`src/rtl/mem_acc_reader_if.sv`:
```
// Accumulation-memory read/clear port plus the row stream towards the post-accumulation datapath.
// master = the reader (drives memory addresses and the stream), slave = memory model / downstream.
interface mem_acc_reader_if #(
   parameter int NUM_PE              = 16,
   parameter int ACC_BW              = 32,
   parameter int NUM_LAYER_BW        = 2,
   parameter int MEM_ACC_DEPTH_SL_BW = 7
);
   logic                               rd_en;
   logic [NUM_LAYER_BW-1:0]            addr_layer;
   logic [MEM_ACC_DEPTH_SL_BW-1:0]     addr_rd;
   logic [NUM_PE*ACC_BW-1:0]           mem_dout;
   logic                               wr_en;
   logic [MEM_ACC_DEPTH_SL_BW-1:0]     addr_wr;
   logic [NUM_PE*ACC_BW-1:0]           din;
   logic                               m_valid;
   logic                               m_ready;
   logic [NUM_PE*ACC_BW-1:0]           m_data;
   logic                               m_last;

   modport master (
      output rd_en, addr_layer, addr_rd, wr_en, addr_wr, din, m_valid, m_data, m_last,
      input  mem_dout, m_ready
   );

   modport slave (
      input  rd_en, addr_layer, addr_rd, wr_en, addr_wr, din, m_valid, m_data, m_last,
      output mem_dout, m_ready
   );
endinterface

```
`src/rtl/mem_acc_reader.sv`:
```
// Accumulation-memory drain sequencer: streams rows 0..num_rows-1 of one layer slice; ACC_CLR_EN zeroes each row after it is read.
// First beat 2 clks after start, then 1 row/clk; two read credits cover the BRAM latency so m_ready stalls never drop a row.

module mem_acc_fifo #(
   parameter int W     = 32,
   parameter int DEPTH = 2
) (
   input  logic                       clk,
   input  logic                       rst_n,
   input  logic                       push,
   input  logic [W-1:0]               push_dat,
   input  logic                       pop,
   output logic [W-1:0]               pop_dat,
   output logic [$clog2(DEPTH+1)-1:0] count
);
   localparam int PW = (DEPTH > 1) ? $clog2(DEPTH) : 1;

   logic [W-1:0]  store [DEPTH];
   logic [PW-1:0] wr_ptr;
   logic [PW-1:0] rd_ptr;

   function automatic logic [PW-1:0] ptr_inc(input logic [PW-1:0] p);
      return (p == PW'(DEPTH-1)) ? '0 : p + 1'b1;
   endfunction

   always_ff @(posedge clk) begin
      if (push) store[wr_ptr] <= push_dat;
   end

   always_ff @(posedge clk or negedge rst_n) begin
      if (!rst_n) begin
         wr_ptr <= '0;
         rd_ptr <= '0;
         count  <= '0;
      end else begin
         if (push) wr_ptr <= ptr_inc(wr_ptr);
         if (pop)  rd_ptr <= ptr_inc(rd_ptr);
         case ({push, pop})
            2'b10:   count <= count + 1'b1;
            2'b01:   count <= count - 1'b1;
            default: ;
         endcase
      end
   end

   assign pop_dat = store[rd_ptr];
endmodule

module mem_acc_reader #(
   parameter int NUM_PE              = 16,
   parameter int ACC_BW              = 32,
   parameter int NUM_LAYER_BW        = 2,
   parameter int MEM_ACC_DEPTH_SL_BW = 7
) (
   input  logic                         clk,
   input  logic                         rst_n,
   input  logic                         start,
   input  logic [NUM_LAYER_BW-1:0]      layer,
   input  logic [MEM_ACC_DEPTH_SL_BW:0] num_rows,
   output logic                         busy,
   output logic                         done,
   mem_acc_reader_if.master             bus
);
   localparam int DW = NUM_PE*ACC_BW;
   localparam int RW = MEM_ACC_DEPTH_SL_BW + 1;

   typedef enum logic [1:0] {IDLE, RUN, DRAIN, DONE} state_t;

   state_t                  state;
   state_t                  state_nxt;
   logic [NUM_LAYER_BW-1:0] layer_q;
   logic [RW-1:0]           rows_q;
   logic [RW-1:0]           rd_cnt;
   logic [RW-1:0]           beat_cnt;
   logic                    inflight;
   logic [1:0]              fifo_count;
   logic [DW-1:0]           fifo_head;
   logic [1:0]              occ;
   logic                    fifo_empty;
   logic                    issue;
   logic                    last_issue;
   logic                    xfer;
   logic                    fifo_push;
   logic                    fifo_pop;

   // occ counts every row already owed to the stream: queued plus the one on mem_dout
   assign fifo_empty = (fifo_count == 2'd0);
   assign occ        = fifo_count + {1'b0, inflight};
   assign issue      = (state == RUN) && (rd_cnt < rows_q) && (occ < 2'd2);
   assign last_issue = issue && (rd_cnt == rows_q - 1'b1);

   // An empty FIFO lets the row on mem_dout straight through; if it stalls it is queued instead
   assign bus.m_valid = !fifo_empty || inflight;
   assign xfer        = bus.m_valid && bus.m_ready;
   assign fifo_push   = inflight && !(fifo_empty && bus.m_ready);
   assign fifo_pop    = xfer && !fifo_empty;
   assign bus.m_data  = !fifo_empty ? fifo_head : (inflight ? bus.mem_dout : '0);
   assign bus.m_last  = bus.m_valid && (beat_cnt == rows_q - 1'b1);

   assign bus.rd_en      = issue;
   assign bus.addr_rd    = rd_cnt[MEM_ACC_DEPTH_SL_BW-1:0];
   assign bus.addr_layer = layer_q;

   mem_acc_fifo #(.W(DW), .DEPTH(2)) u_fifo (
      .clk      (clk),
      .rst_n    (rst_n),
      .push     (fifo_push),
      .push_dat (bus.mem_dout),
      .pop      (fifo_pop),
      .pop_dat  (fifo_head),
      .count    (fifo_count)
   );

   always_ff @(posedge clk or negedge rst_n) begin
      if (!rst_n) begin
         state    <= IDLE;
         layer_q  <= '0;
         rows_q   <= '0;
         rd_cnt   <= '0;
         beat_cnt <= '0;
         inflight <= 1'b0;
      end else begin
         state    <= state_nxt;
         inflight <= issue;
         if (state == IDLE && start) begin
            layer_q  <= layer;
            rows_q   <= num_rows;
            rd_cnt   <= '0;
            beat_cnt <= '0;
         end else if (state == DONE) begin
            rd_cnt   <= '0;
            beat_cnt <= '0;
         end else begin
            if (issue) rd_cnt   <= rd_cnt + 1'b1;
            if (xfer)  beat_cnt <= beat_cnt + 1'b1;
         end
      end
   end

   always_comb begin
      state_nxt = state;
      busy      = 1'b0;
      done      = 1'b0;
      case (state)
         IDLE: begin
            if (start) state_nxt = (num_rows == '0) ? DONE : RUN;
         end
         RUN: begin
            busy = 1'b1;
            if (last_issue) state_nxt = DRAIN;
         end
         DRAIN: begin
            busy = 1'b1;
            // finish in the clk whose accept empties everything still owed
            if (occ == {1'b0, xfer}) state_nxt = DONE;
         end
         DONE: begin
            done      = 1'b1;
            state_nxt = IDLE;
         end
         default: state_nxt = IDLE;
      endcase
   end

`ifdef ACC_CLR_EN
   logic [MEM_ACC_DEPTH_SL_BW-1:0] addr_wr_q;

   always_ff @(posedge clk or negedge rst_n) begin
      if (!rst_n)     addr_wr_q <= '0;
      else if (issue) addr_wr_q <= bus.addr_rd;
   end

   // write lands one clk after the read of the same row, so the read always sees old data
   assign bus.wr_en   = inflight;
   assign bus.addr_wr = addr_wr_q;
   assign bus.din     = '0;
`else
   assign bus.wr_en   = 1'b0;
   assign bus.addr_wr = '0;
   assign bus.din     = '0;
`endif
endmodule

```
`src/flat_wrapper.sv`:
```
// flat-port wrapper written by rule: the top's interface ports become plain ports
module mem_acc_reader_flat 
#(
   parameter int NUM_PE              = 16,
   parameter int ACC_BW              = 32,
   parameter int NUM_LAYER_BW        = 2,
   parameter int MEM_ACC_DEPTH_SL_BW = 7
)
  (clk, rst_n, start, layer, num_rows, busy, done, bus_rd_en, bus_addr_layer, bus_addr_rd, bus_wr_en, bus_addr_wr, bus_din, bus_m_valid, bus_m_data, bus_m_last, bus_mem_dout, bus_m_ready);
  mem_acc_reader_if #(.NUM_PE(NUM_PE), .ACC_BW(ACC_BW), .NUM_LAYER_BW(NUM_LAYER_BW), .MEM_ACC_DEPTH_SL_BW(MEM_ACC_DEPTH_SL_BW)) bus_i ();
  input  logic clk;
  input  logic rst_n;
  input  logic start;
  input  logic [NUM_LAYER_BW-1:0] layer;
  input  logic [MEM_ACC_DEPTH_SL_BW:0] num_rows;
  output logic busy;
  output logic done;
  output wire logic [$bits(bus_i.rd_en)-1:0] bus_rd_en;
  output wire logic [$bits(bus_i.addr_layer)-1:0] bus_addr_layer;
  output wire logic [$bits(bus_i.addr_rd)-1:0] bus_addr_rd;
  output wire logic [$bits(bus_i.wr_en)-1:0] bus_wr_en;
  output wire logic [$bits(bus_i.addr_wr)-1:0] bus_addr_wr;
  output wire logic [$bits(bus_i.din)-1:0] bus_din;
  output wire logic [$bits(bus_i.m_valid)-1:0] bus_m_valid;
  output wire logic [$bits(bus_i.m_data)-1:0] bus_m_data;
  output wire logic [$bits(bus_i.m_last)-1:0] bus_m_last;
  input wire logic [$bits(bus_i.mem_dout)-1:0] bus_mem_dout;
  input wire logic [$bits(bus_i.m_ready)-1:0] bus_m_ready;
  assign bus_rd_en = bus_i.rd_en;
  assign bus_addr_layer = bus_i.addr_layer;
  assign bus_addr_rd = bus_i.addr_rd;
  assign bus_wr_en = bus_i.wr_en;
  assign bus_addr_wr = bus_i.addr_wr;
  assign bus_din = bus_i.din;
  assign bus_m_valid = bus_i.m_valid;
  assign bus_m_data = bus_i.m_data;
  assign bus_m_last = bus_i.m_last;
  assign bus_i.mem_dout = bus_mem_dout;
  assign bus_i.m_ready = bus_m_ready;
  mem_acc_reader #(.NUM_PE(NUM_PE), .ACC_BW(ACC_BW), .NUM_LAYER_BW(NUM_LAYER_BW), .MEM_ACC_DEPTH_SL_BW(MEM_ACC_DEPTH_SL_BW)) u_core (.clk(clk), .rst_n(rst_n), .start(start), .layer(layer), .num_rows(num_rows), .busy(busy), .done(done), .bus(bus_i));
endmodule
```
`config.mk`:
```
export PLATFORM = sky130hd
export DESIGN_NAME = mem_acc_reader_flat
export DESIGN_NICKNAME = d
export VERILOG_FILES = /design/src/rtl/mem_acc_reader_if.sv /design/src/rtl/mem_acc_reader.sv /design/src/flat_wrapper.sv
export SDC_FILE = /design/constraint.sdc
export NUM_CORES = 1
export LEC_CHECK = 0
export CELL_PAD_IN_SITES_DETAIL_PLACEMENT = 1
export CELL_PAD_IN_SITES_GLOBAL_PLACEMENT = 2
export CORE_AREA = 5 5 616 618
export CTS_CLUSTER_DIAMETER = 150
export DETAILED_ROUTE_END_ITERATION = 12
export DIE_AREA = 0 0 621 623
export GPL_TIMING_DRIVEN = 0
export HOLD_SLACK_MARGIN = 0.06
export PLACE_DENSITY = 0.52
export SETUP_SLACK_MARGIN = 0.1
export SYNTH_ARGS = -nofsm -noshare
export SYNTH_HDL_FRONTEND = slang
export SYNTH_HIERARCHICAL = 1
export SYNTH_SLANG_ARGS = --single-unit
```
`constraint.sdc`:
```
create_clock -name clk -period 65.1 [get_ports clk]
set_input_delay 16.275 -clock clk [delete_from_list [all_inputs] [get_ports clk]]
set_output_delay 16.275 -clock clk [all_outputs]
set_load 0.1 [all_outputs]
```
* Word level (Yosys, flattened, before mapping) *
Memory sizes are Yosys's and may differ from the RTL's.
Cells that the tools add are included.

storage, ports and cells
  memory bits (writable) = 1,024
  output and inout bits = 1,046
  word-level logic and storage cells = 71
  memories = 1
  flip-flop bits (word level) = 33

operators by class
  multiplexer cells = 20
  $lt $le $gt $ge = 2
  $add $sub $neg = 8
  equal/unequal tests = 11
  reductions and logical operators = 20

memory list
  name                 depth  bits a word  read ports  clocked after memory_dff  wr ports  line                  text
  u_core.u_fifo.store  2      512          1           0                         1         mem_acc_reader.sv:18  logic [W-1:0] store [DEPTH];

operators by type and width
  kind                                                                     count
  512-bit 2-to-1 mux                                                       2
  8-bit 2-to-1 mux                                                         6
  8-bit by 1-bit adder with 8-bit output, second input constant            2
  8-bit == test                                                            2
  1-bit logical AND                                                        9
  8-bit zero test                                                          1
  8-bit less-than comparator                                               1
  2-bit 2-to-1 mux                                                         4
  2-bit one-hot mux with 4 select lines                                    1
  8-bit by 1-bit subtractor with 8-bit output, second input constant       1
  2-bit == test, second input constant                                     3
  1-bit 2-to-1 mux                                                         6
  3-bit nonzero test                                                       2
  2-bit by 1-bit == test with 1-bit output, second input constant          2
  2-bit zero test                                                          2
  2-bit by 1-bit inequality test with 1-bit output, second input constant  2
  2-bit one-hot mux with 2 select lines                                    1
  3-bit AND reduction                                                      1
  1-bit adder, second input constant                                       2
  2-bit by 1-bit adder with 2-bit output                                   1
  2-bit by 1-bit adder with 2-bit output, second input constant            1
  2-bit by 1-bit == test with 1-bit output                                 1
  1-bit zero test                                                          2
  2-bit less-than comparator, second input constant                        1
  5 further kinds                                                          5

* Logic depth before layout (Yosys ltp) *
Gate-level depths: netlist of run 1.

  depth in word-level cells = 7
  mapped depth = 9

* By module *
The synthesis of run 1 kept the hierarchy.

modules (own cells, without submodules)
  module          area each (µm²)  sequential area each (µm²)  instances  cells each
  mem_acc_fifo    37,305.8         30,849.6                    1          1,607
  mem_acc_reader  13,212.7         725.7                       1          2,467

* Least setup slack after synthesis of run 1 *
OpenSTA, ideal clock, no wires.

  path kind = input to register
  from = input port bus_m_ready
  to = memory u_core/u_fifo/store[0][0] in the netlist's numbering, enable pin
  library setup time = 1.399 ns
  stages on the path = 3
  data required time = 63.701 ns
  setup slack = 25.879 ns
  arrival time = 37.822 ns
  path buffers = 0
  path through = a21boi_0 -> inv_1 -> nor2_1

on the way
  longest elaborated chain between the ends = 5

ends and longest elaborated chain
  element                                 line                  text
  from (decl)                             flat_wrapper.sv:28    input wire logic [$bits(bus_i.m_ready)-1:0] bus_m_ready;
  1-bit logical AND                       mem_acc_reader.sv:95  assign fifo_push = inflight && !(fifo_empty && bus.m_ready);
  1-bit zero test                         mem_acc_reader.sv:95
  1-bit logical AND                       mem_acc_reader.sv:95
  1-bit 2-to-1 mux                        mem_acc_reader.sv:27  if (push) store[wr_ptr] <= push_dat;
  1-bit 2-to-1 mux (not written as such)  mem_acc_reader.sv:27
  to (decl)                               mem_acc_reader.sv:18

No other way between the ends.

* Worst setup path after layout of run 1 *
  from = input port bus_mem_dout[314]
  to = output port bus_m_data[314]

on the way
  longest elaborated chain between the ends = 2

ends and longest elaborated chain
  element                          line                  text
  from (decl)                      flat_wrapper.sv:27    input wire logic [$bits(bus_i.mem_dout)-1:0] bus_mem_dout;
  512-bit 2-to-1 mux (2 in a row)  mem_acc_reader.sv:97  assign bus.m_data = !fifo_empty ? fifo_head : (inflight ? bus.mem_dout : '0);
  to (decl)                        flat_wrapper.sv:25    output wire logic [$bits(bus_i.m_data)-1:0] bus_m_data;

No other way between the ends.

==> results of run 1 <==
[synth_stat cells, types with 2 or more instances]
library cell | count | area share (%)
o21ai_1 | 2 | 0.020
xnor2_1 | 14 | 0.24
nand4_1 | 4 | 0.050
nand2b_1 | 3 | 0.037
a311oi_1 | 2 | 0.035
mux2_2 | 524 | 12
and2_1 | 4 | 0.050
nor2_1 | 25 | 0.19
nor4_1 | 5 | 0.062
or2b_2 | 2 | 0.035
a31oi_1 | 3 | 0.037
buf_1 | 3 | 0.022
nor2b_1 | 3 | 0.037
a21oi_1 | 6 | 0.059
xnor3_1 | 2 | 0.089
clkbuf_1 | 173 | 1.3
edfxtp_1 | 1024 | 61
o211ai_1 | 2 | 0.030
nand3_1 | 519 | 5.1
and2b_2 | 2 | 0.035
nor3_2 | 2 | 0.040
mux2i_1 | 2 | 0.040
nand2_1 | 1036 | 7.7
buf_4 | 527 | 7.8
o21ai_0 | 9 | 0.089
or2_2 | 2 | 0.025
buf_6 | 56 | 1.2
and4b_1 | 2 | 0.040
buf_2 | 6 | 0.059
dfrtp_1 | 33 | 1.6
ha_1 | 18 | 0.45
inv_1 | 16 | 0.12
or3_1 | 5 | 0.062
xor2_1 | 18 | 0.31
[cells by family (layout without fill, tap and decap cells)]
kind of cell | count (synthesis) | count (layout) | synth area share, %
muxes | 526 | 526 | 11.7
xor gates and xnor gates | 34 | 34 | 0.644
other | 1 | 543 | 0.00742
buffers and inverters | 781 | 2126 | 10.6
adders and majority gates | 18 | 18 | 0.446
DFF | 1057 | 1057 | 62.5
AOI/OAI and AO/OA | 34 | 34 | 0.468
and+or+nand+nor | 1623 | 1623 | 13.6
[flip-flops by register name, indices dropped and copies added, names as in the netlist]
signal,flops
u_core/beat_cnt,8
u_core/u_fifo/wr_ptr,1
u_core/u_fifo/store,1024
u_core/state,2
u_core/rows_q,8
u_core/u_fifo/rd_ptr,1
u_core/u_fifo/count,2
u_core/inflight,1
u_core/rd_cnt,8
u_core/bus.addr_layer,2
[cell usage in the layout, fill, tap and decap left out, drive strengths merged, types with 4 or more instances in the layout]
master            n
nand3           519
nand2          1036
and2              4
bufinv           13
nand4             5
ha               18
a21oi             6
diode            23
mux2            524
edfxtp         1024
o21ai            11
dfrtp            33
xor2             18
clkbuf          366
buf             645
inv              23
clkinv           40
conb            520
or3               6
xnor2            14
clkdlybuf4s50  1037
nor4              5
nor2             25
[worst register-to-register path, delay by kind of cell, from the launching register on]
family | cells | cell delay [ns]
compound gates | 1 | 0.41
buf+inv | 15 | 3.97
flops | 1 | 0.37
simple gates | 1 | 0.49
[final cells by class]
type                       instances  area (um^2)
timing repair buffer            1090        11300
tap                             4994         6250
buffer                           765         5290
inverter                          16         60.1
antenna                           23         57.6
clock buffer                     193         3870
sequential                      1057        31600
fill                           42800       299000
clock inverter                    62          727
multi-input combinational       2755        15600
[worst max-delay path by stage]
stage | from | to | slack [ns] | cells after the start
2_1_floorplan | bus_m_ready | u_core/u_fifo/store[0][0] | 25.88 | 3
3_3_place_gp | bus_m_ready | u_core/u_fifo/store[0][371] | 4.33 | 4
3_5_place_dp | bus_mem_dout[315] | bus_m_data[315] | 30.23 | 4
4_1_cts | bus_mem_dout[315] | bus_m_data[315] | 30.22 | 4
5_1_grt | bus_mem_dout[315] | bus_m_data[315] | 30.24 | 4
6_report | bus_mem_dout[314] | bus_m_data[314] | 30.30 | 4
[layer usage]
layer | track usage [%] | up-vias | part of all wire [%]
met5 | 0 | - | 0.15
met4 | 2.76 | 62 | 2.2
met3 | 3.37 | 391 | 5.7
met2 | 24.1 | 1121 | 54
met1 | 13.6 | 18000 | 38
li1 | - | 16900 | -
[stage by stage]
step                hold slack, ns  worst slack, ns
finish                       0.461            30.30
global route                 0.491            30.24
detailed placement           0.455            30.23
global placement             0.459             4.33
CTS                          0.467            30.22
floorplan                    0.440            25.88
==> results.toml, run 1 <==
[outcome]
status = "completed"

[setup_path]
r2r_end = "u_core/u_fifo/store[0][307]"
r2r_cells = 17
slowest_stage = "clkdlybuf4s50_1"
reg2reg_from = "u_core/inflight"
path_buf_inv = 2
cp_max_fo = 3
critPathKind = "in -> out"
critPathLaunchType = "input pin"
path_cells = "clkdlybuf4s50_1 -> nand3_1 -> nand2_1 -> clkdlybuf4s50_1"
cpPeakStageDelay_ns = 1.38
crit_arrival_ns = 18.53
rrSetupSlack_ns = 59.57
crit_path_end_kind = "output port"
required_ns = 48.82
cpMostUsedCell = "clkdlybuf4s50_1"
cp_top_family = "buffers and inverters"

[sta]
rsz0062_at_grt = "no"
timing.setup.tns_ns = 0
skew_ns = 0.0409
max_freq_mhz = 28.7
min_period_ns = 34.80
tightestPinTransition_ns = 1.40
slew_violations = 0
slew-limit-headroom_pct = 6.90
setup_viol = 0
finalCritPeriodShare_pct = 53.5
finalHoldViolCount = 0

[detailed_routing]
ant_nets = 0
drtIter0Drc = 1744
wl_um = 254000
dr.pass1.iters = 5
drc = 0
drt-wirelength-per-cell_um = 23.2
dr_total_vias = 36500
viasPerCell = 3.33

[floorplan]
die-height_um = 623
die_x_um = 621
io_pins = 1572
fp.coreArea_um2 = 374000
start_util_pct = 13.5
row_count = 225
die_area_um2 = 387000

[clocking]
clock-sinks = 1057
clk_latency_ns = 0.81
clk_pin_slew_ns = 0.05
holdBufCountCts = 0
htree_levels = 4
cts_buffers = 146
post_cts_resized = 0
tritoncts = "built"
postCtsSetupBuffers = 0
cts_max_path_buffers = 4
cts-root-buf = "clkbuf_16"

[logic_synthesis]
ys_warn_count = 6
synthArstFlopShare_pct = 3.12
synth_area_um2 = 50500
syn_inst = 4074
synth_cell_types = 54
synth_seq_area_share_pct = 62.5
synth_edf_count = 1024
syn_area_per_cell_um2 = 12.4
ys_ff_latch = 1057
synth_flop_cell = "edfxtp_1"

[cells_and_area]
fin_cells = 11000
drive_above_1_share_pct = 23.2
area_growth_pct = 47.9
post-route-util_pct = 20.0
finalNetCount = 6375
design_area_um2 = 74700

[hold_path]
hold_class = "reg -> reg"
holdPathStages = 1
whs_endpoint = "u_core/u_fifo/count[1]"
min-delay-start = "u_core/u_fifo/count[1]"

[global_route]
grt_pass1_wl_um = 339000
track_usage_pct = 12.6
antenna_found_initial = 106
grt_max_degree = 54
grt_pass1_vias = 38200
grt.overflow.total = 0

[placement]
placed_cell_area_um2 = 70100
place_inst = 10700
place_congestion = 0.793
port_buffers = 1051
post-dp-hpwl_um = 204000

[job]
drv_cap = 0
Power of run 1 is not shown: default switching activity piles up to over one toggle a cycle in this logic, so the estimate is an artifact.
==> inputs of run 2 (changes only) <==
Settings changed: CORE_AREA 5 5 616 618 to 5 5 605 607, DIE_AREA 0 0 621 623 to 0 0 610 612, PLACE_DENSITY 0.52 to 0.54.
Clock period 65.1 ns to 31.2 ns, I/O delays scaled along.
==> results.toml, run 2 (same netlist as run 1, synthesis figures left out) <==
[sta]
timing.setup.tns_ns = 0
min_period_ns = 17.80
max_freq_mhz = 56.2
finalCritPeriodShare_pct = 57.0
slew-limit-headroom_pct = 5.27
slew_violations = 0
setup_viol = 0
finalHoldViolCount = 0
skew_ns = 0.0409
rsz0062_at_grt = "no"
tightestPinTransition_ns = 1.42

[setup_path]
crit_path_end_kind = "output port"
reg2reg_from = "u_core/u_fifo/count[1]"
required_ns = 23.40
crit_arrival_ns = 10.00
critPathKind = "in -> out"
cp_max_fo = 3
critPathLaunchType = "input pin"
critPathLaunch = "bus_mem_dout[422]"

[placement]
post-dp-hpwl_um = 194000
place_congestion = 0.788
port_buffers = 1051

[floorplan]
io_pins = 1572
die_x_um = 610
fp.coreArea_um2 = 361000
die-height_um = 612
start_util_pct = 14.0
die_area_um2 = 373000
row_count = 221

[global_route]
grt_pass1_vias = 38700
grt.overflow.total = 0
track_usage_pct = 12.4
grt_max_degree = 53
grt_pass1_wl_um = 326000
antenna_found_initial = 106

[clocking]
cts_buffers = 143
clk_latency_ns = 0.80
post_cts_resized = 0
postCtsSetupBuffers = 0
holdBufCountCts = 0
clock-sinks = 1057
tritoncts = "built"
htree_levels = 4
clk_pin_slew_ns = 0.06
cts-root-buf = "clkbuf_16"
cts_max_path_buffers = 4

[detailed_routing]
drc = 0
dr.pass1.iters = 5
ant_nets = 0
dr_total_vias = 36400
drt-wirelength-per-cell_um = 22.7
viasPerCell = 3.40
drtIter0Drc = 1740
wl_um = 243000

[hold_path]
hold_class = "reg -> reg"
min-delay-start = "u_core/u_fifo/count[1]"

[cells_and_area]
largest_reg_flops = 1024
finalNetCount = 6370
drive_above_1_share_pct = 22.9
regMostFlops = "u_core/u_fifo/store"
layout_common_cells = "1046 x clkdlybuf4s50_1, 1036 x nand2_1, 1024 x edfxtp_1"
final_common_cell = "clkdlybuf4s50_1"
area_growth_pct = 46.9
post-route-util_pct = 20.6
seqCellArea_um2 = 31600
multiInputGateArea_um2 = 15600
n_fill_cell = 41100

[job]
drv_cap = 0

[outcome]
status = "completed"
-- run 2: final timing paths --
| path | to | slack [ns] | depth (start not counted) |
|---|---|---|---|
| max | bus_m_data[422] | 13.40 | 4 |
| min | u_core/u_fifo/count[1] | 0.47 | 1 |
| max reg2reg | u_core/u_fifo/store[0][387] | 25.88 | 15 |
| min reg2reg | u_core/u_fifo/count[1] | 0.47 | 1 |
| max in group asynchronous | u_core/u_fifo/wr_ptr | 23.56 | 1 |
| min in group asynchronous | u_core/state[0] | 7.10 | 1 |
-- run 2: cell type report --
type	instances	share of cell area (%)
clock inverter	66	0.771
tap	4794	8.08
antenna	15	0.0506
clock buffer	178	5.07
multi-input combinational	2755	21.0
inverter	16	0.0809
sequential	1057	42.6
timing repair buffer	1088	15.3
buffer	765	7.12
-- run 2: metal layers --
layer	routed length [um]	global-route usage [%]	up-vias
met3	16600	3.71	372
met5	489	0	-
li1	-	-	16800
met2	131000	23.7	1204
met4	4690	2.30	76
met1	90800	13.4	17900
-- run 2: stage by stage --
step           hold WS (ns)  setup WS [ns]  cell area (um^2)  instances
6_report              0.470          13.40             74200      10700
5_1_grt               0.498          13.33             74200      10700
4_1_cts               0.474          13.35             74200      10700
3_5_place_dp          0.468          13.37             69800      10500
3_3_place_gp          0.456         -20.95             69000      10400
2_1_floorplan         0.440          0.454             52500       4593
-- run 2: critical path, cell delays in order --
cell             delay, ns
clkdlybuf4s50_1       0.50
nand3_1               0.09
nand2_1               0.36
clkdlybuf4s50_1       1.24
Power of run 2 is left out for the same reason.
